## src/rtl/dcache_ctrl.sv

```systemverilog
`default_nettype none
// ============================================================================
// Module   : dcache_ctrl
// Purpose  : Direct-mapped, write-back, write-allocate data cache between the
//            CPU MEM stage and a multi-cycle, 128-bit line-wide main memory.
//            Hits complete with no stall; misses stall the pipeline while
//            the FSM writes back a dirty victim and refills the line.
// Options  : DCACHE_STATS_EN - adds hit_cnt_o / miss_cnt_o access counters.
// Revision : 1.0 - initial release
// ============================================================================
module dcache_ctrl #(
  parameter int LINES = 16
) (
  input  logic         clk_i,
  input  logic         rst_i,
  input  logic         cpu_req_i,
  input  logic         cpu_we_i,
  input  logic [31:0]  cpu_addr_i,
  input  logic [31:0]  cpu_wdata_i,
  output logic [31:0]  cpu_rdata_o,
  output logic         cpu_stall_o,
  output logic         mem_req_o,
  output logic         mem_we_o,
  output logic [31:0]  mem_addr_o,
  output logic [127:0] mem_wdata_o,
  input  logic [127:0] mem_rdata_i,
  input  logic         mem_ack_i
`ifdef DCACHE_STATS_EN
  ,
  output logic [31:0]  hit_cnt_o,
  output logic [31:0]  miss_cnt_o
`endif
);

  localparam int IDX_W = $clog2(LINES);
  localparam int TAG_W = 28 - IDX_W;

  typedef enum logic [1:0] {
    IDLE  = 2'd0,
    WB    = 2'd1,
    ALLOC = 2'd2
  } state_e;

  state_e state_q, state_d;

  // Line storage: valid/dirty are reset, tag and data are not.
  logic [LINES-1:0] valid_q;
  logic [LINES-1:0] dirty_q;
  logic [TAG_W-1:0] tag_q  [LINES];
  logic [127:0]     line_q [LINES];

  // Line address ({tag, idx}) captured when the miss is detected, so the
  // write-back and refill finish on the right line even if the CPU drops
  // its request mid-miss.
  logic [27:0] miss_line_q;

  logic [IDX_W-1:0] req_idx;
  logic [TAG_W-1:0] req_tag;
  logic [1:0]       req_off;
  logic [IDX_W-1:0] miss_idx;
  logic [TAG_W-1:0] miss_tag;
  logic             hit;
  logic             store_hit;
  logic             miss_start;
  logic             wb_done;
  logic             refill_done;
  logic             unused_addr;

  assign req_idx  = cpu_addr_i[4+IDX_W-1:4];
  assign req_tag  = cpu_addr_i[31:4+IDX_W];
  assign req_off  = cpu_addr_i[3:2];
  assign miss_idx = miss_line_q[IDX_W-1:0];
  assign miss_tag = miss_line_q[27:IDX_W];

  // Byte lane bits are not used by a word-addressed cache.
  assign unused_addr = ^cpu_addr_i[1:0];

  assign hit         = valid_q[req_idx] & (tag_q[req_idx] == req_tag);
  assign store_hit   = (state_q == IDLE) & cpu_req_i & cpu_we_i & hit;
  assign miss_start  = (state_q == IDLE) & cpu_req_i & ~hit;
  assign wb_done     = (state_q == WB) & mem_ack_i;
  assign refill_done = (state_q == ALLOC) & mem_ack_i;

  assign cpu_stall_o = cpu_req_i & ((state_q != IDLE) | ~hit);
  assign cpu_rdata_o = line_q[req_idx][{req_off, 5'b00000} +: 32];
  assign mem_wdata_o = line_q[miss_idx];

  // Miss FSM state register; reset aborts any outstanding memory request.
  always_ff @(posedge clk_i or posedge rst_i) begin
    if (rst_i) begin
      state_q <= IDLE;
    end else begin
      state_q <= state_d;
    end
  end

  // Next-state and memory port decode.
  always_comb begin
    state_d    = state_q;
    mem_req_o  = 1'b0;
    mem_we_o   = 1'b0;
    mem_addr_o = 32'h0;
    case (state_q)
      IDLE: begin
        if (miss_start) begin
          state_d = (valid_q[req_idx] & dirty_q[req_idx]) ? WB : ALLOC;
        end
      end
      WB: begin
        mem_req_o  = 1'b1;
        mem_we_o   = 1'b1;
        mem_addr_o = {tag_q[miss_idx], miss_idx, 4'b0000};
        if (mem_ack_i) begin
          state_d = ALLOC;
        end
      end
      ALLOC: begin
        mem_req_o  = 1'b1;
        mem_addr_o = {miss_line_q, 4'b0000};
        if (mem_ack_i) begin
          state_d = IDLE;
        end
      end
      default: begin
        state_d = IDLE;
      end
    endcase
  end

  // Line status bits and the captured miss address.
  always_ff @(posedge clk_i or posedge rst_i) begin
    if (rst_i) begin
      valid_q     <= '0;
      dirty_q     <= '0;
      miss_line_q <= '0;
    end else begin
      if (miss_start) begin
        miss_line_q <= cpu_addr_i[31:4];
      end
      if (store_hit) begin
        dirty_q[req_idx] <= 1'b1;
      end
      if (wb_done) begin
        dirty_q[miss_idx] <= 1'b0;
      end
      if (refill_done) begin
        valid_q[miss_idx] <= 1'b1;
        dirty_q[miss_idx] <= 1'b0;
      end
    end
  end

  // Tag and data arrays: refill writes a whole line, a store hit one word.
  always_ff @(posedge clk_i) begin
    if (refill_done) begin
      line_q[miss_idx] <= mem_rdata_i;
      tag_q[miss_idx]  <= miss_tag;
    end
    if (store_hit) begin
      line_q[req_idx][{req_off, 5'b00000} +: 32] <= cpu_wdata_i;
    end
  end

`ifdef DCACHE_STATS_EN
  logic        retry_q;
  logic [31:0] hit_cnt_q;
  logic [31:0] miss_cnt_q;

  // Access counters; the hit that retires a refilled miss is not a hit.
  always_ff @(posedge clk_i or posedge rst_i) begin
    if (rst_i) begin
      retry_q    <= 1'b0;
      hit_cnt_q  <= 32'h0;
      miss_cnt_q <= 32'h0;
    end else begin
      retry_q <= refill_done;
      if ((state_q == IDLE) & cpu_req_i & hit & ~retry_q) begin
        hit_cnt_q <= hit_cnt_q + 32'd1;
      end
      if (miss_start) begin
        miss_cnt_q <= miss_cnt_q + 32'd1;
      end
    end
  end

  assign hit_cnt_o  = hit_cnt_q;
  assign miss_cnt_o = miss_cnt_q;
`else
  // Statistics counters are not built.
`endif

endmodule
`default_nettype wire

```

## config.mk

```make
export PLATFORM = sky130hd
export DESIGN_NAME = dcache_ctrl
export DESIGN_NICKNAME = d
export VERILOG_FILES = /design/src/rtl/dcache_ctrl.sv
export SDC_FILE = /design/constraint.sdc
export NUM_CORES = 2
export LEC_CHECK = 0
export CORE_ASPECT_RATIO = 0.8
export CORE_MARGIN = 2
export CORE_UTILIZATION = 40
export CTS_CLUSTER_DIAMETER = 60
export DETAILED_ROUTE_END_ITERATION = 10
export HOLD_SLACK_MARGIN = 0.12
export PLACE_DENSITY = 0.61
export SYNTH_ARGS = -nofsm -noshare
export SYNTH_HDL_FRONTEND = slang
export SYNTH_SLANG_ARGS = --single-unit
```

## constraint.sdc

```tcl
create_clock -name clk_i -period 8.1 [get_ports clk_i]
set_clock_uncertainty 0.15 [all_clocks]
set_input_delay 1.62 -clock clk_i [delete_from_list [all_inputs] [get_ports clk_i]]
set_output_delay 1.62 -clock clk_i [all_outputs]
set_load 0.03 [all_outputs]
```

==> impl_metrics.ini <==
[worst_setup_path]
crit_required_ns = 6.33
worstPathArrival_ns = 5.52
r2r_cells = 10
r2r_start = tag_q[3][17]$_DFFE_PP_
critPathKind = in2out
r2r-end = line_q[6][123]$_DFFE_PP_
rrSetupSlack_ns = 2.63
path_max_fanout = 59
worstSetupEndpointType = primary output
cp-start-kind = primary input

[yosys]
netlist_instances = 5432
yosys_warnings = 0
dominantRegCellSynth = edfxtp_1
synthTopCellsByArea = edfxtp_1, mux4_2, dfrtp_1
ys_ff_latch = 2494
syn-cell-area_um2 = 117000
synth.most_common_cell = edfxtp_1
synthArstFlopShare_pct = 2.486
synth_top_area_share_pct = 62.39
synth-seq-area-share_pct = 63.72
yosysUniqueCellTypes = 81
yosysTopAreaCell = edfxtp_1
synth_edf_count = 2432
synth_area_per_cell_um2 = 21.55
ys_top_cells_by_count = edfxtp_1, mux4_2, nand2_1

[cts]
clock_path_buffers = 4
cts_tree = done
clkSinkCount = 2494
clk_latency_ns = 0.85
cts-root-buf = clkbuf_16
cts_resized = 0
cts_max_level = 5
clk_pin_slew_ns = 0.06
postCtsHoldBufs = 0
post_cts_buffers = 0
cts_buffers = 270

[layout]
final_net_count = 6084
fin_util_pct = 46.47
drive_gt1_share_pct = 38.75
final_cell_area_um2 = 135200
syn_to_final_growth_pct = 15.52

[route]
drt-initial-drc-count = 8611
route.detailed.drc = 0
routedWlPerCell_um = 38.01
drt-total-wl_um = 378800
drt_first_pass_iters = 6
wl_met2_um = 182000
viasPerCell = 6.466
drt-met1-wl_um = 143400
dr_total_vias = 64430
topRoutingLayerUsed = met5
met3WireLength_um = 36820
drtAntennaViolNets = 0

[placement]
place_ws_ns = 0.6806
gp_congestion = 0.8828
dp_hpwl_um = 228700
io_buffers = 385
placed_area_um2 = 126800

[floorplanning]
initial_core_util_pct = 40.22
die_h_um = 487.8
die_w_um = 608.8
num_rows = 177
core_area_um2 = 291000
dieArea_um2 = 297000
num_io_pins = 392

[global_route]
globalRouteOverflowTotal = 0
grt_pass1_vias = 65310
grt_first_pass_wirelength_um = 523900
grtUsageTotal_pct = 25.36
antenna_found_initial = 42
grt_max_degree = 142

[run_status]
status = completed

[timing]
setup_ws_ns = 0.8083
totalNegativeSetupSlack_ns = 0
worst_pin_slew_ns = 1.307
setup_viol = 0
fin_crit_ns = 7.292
timing.max_slew.rel_slack_pct = 12.30
drv_slew = 0
timing.fmax_ghz = 0.1371
fin_crit_sh_pct = 90.02
hold_viol = 0
grt_setup_unrepaired = no

[power_and_ir_drop]
power_leakage_nw = 41.77
worst_ir_drop_vdd_mv = 0.2677
power_density_nw_per_um2 = 316.8
power.total_mw = 42.84

[hold_path]
hp-class = reg2reg
hp-start = valid_q[15]$_DFFE_PP0P_
whs_endpoint = valid_q[15]$_DFFE_PP0P_
min_path_cells = 1

[flow_run]
drv_cap = 0
cell families after synthesis:
logic type | Yosys count | share of synthesized area [%]
fa+ha+maj | 8 | 0.08552
other cells | 1 | 0.003204
flops | 2494 | 63.72
buf+inv | 461 | 1.946
mux | 1627 | 30.16
xor+xnor | 20 | 0.1497
compound gates | 341 | 2.072
simple gates | 480 | 1.861
per-layer routing:
metal	up-vias	global-route usage (%)
met2	3482	40.44
met1	35420	33.66
met3	652	6.484
met4	16	9.618
li1	24860	-
met5	-	0
worst max path at each step:
| stage | from | endpoint | slack (ns) |
|---|---|---|---|
| after floorplan | cpu_addr_i[4] | line_q[11][100]$_DFFE_PP_ | 1.29 |
| after global placement | cpu_addr_i[4] | line_q[11][109]$_DFFE_PP_ | 0.73 |
| after detailed placement | cpu_addr_i[4] | line_q[11][109]$_DFFE_PP_ | 0.68 |
| after CTS | cpu_addr_i[4] | cpu_stall_o | 0.87 |
| after global routing | cpu_addr_i[4] | cpu_stall_o | 0.71 |
| final | cpu_addr_i[4] | cpu_stall_o | 0.81 |
sequential cells by signal, indices dropped and copies added (netlist names):
register     flops
miss_line_q     28
dirty_q         16
tag_q          384
state_q          2
valid_q         16
line_q        2048
where the power goes:
part,total [mW],internal [mW],switching (mW)
clock,11.9,6.80,5.10
combinational,14.8,6.53,8.31
sequential,16.1,15.4,0.756
total,42.8,28.7,14.2
through the flow:
stage | hold WS [ns] | std cells
6_report | 0.3091 | 9965
5_1_grt | 0.3203 | 9933
4_1_cts | 0.3140 | 9926
3_5_place_dp | 0.2997 | 9455
3_3_place_gp | 0.2932 | 9455
2_1_floorplan | 0.2787 | 5435
cells in the final DEF (no fill, tap or decap), drive strengths merged, types with 6 or more instances in the layout:
cell type         n
ha                8
nand3            26
nand4             8
clkbuf          355
o21ai           152
nor2             46
o22ai            21
bufinv           13
a22oi            39
nor3b             6
and2              8
clkdlybuf4s50   364
a31oi            25
clkinv           92
buf             243
and3              6
mux2             42
xor2              6
mux4           1513
a21oi            64
nor4              6
xnor2            14
nor2b            39
dfrtp            62
edfxtp         2432
diode            39
nand2b           11
mux2i            72
nor3             10
inv              33
or2              16
nand2           292
final cells by class:
class / instances / area, um^2
fill: 23970 / 155800
multi-input combinational: 2480 / 41090
antenna: 39 / 97.59
clock buffer: 355 / 7327
sequential: 2494 / 74600
inverter: 26 / 98.84
clock inverter: 116 / 979.7
tap: 3848 / 4815
timing repair buffer: 607 / 6208
worst max-delay path: stages:
cell and delay (ns):
buf_8 0.50, mux4_2 0.68, o221ai_1 0.21, a2bb2oi_1 0.45, o41a_1 0.46, nor4_1 0.13, and2_1 0.20, a31oi_1 0.39
clkdlybuf4s50_1 0.77
(Power assumes the default switching activity.)
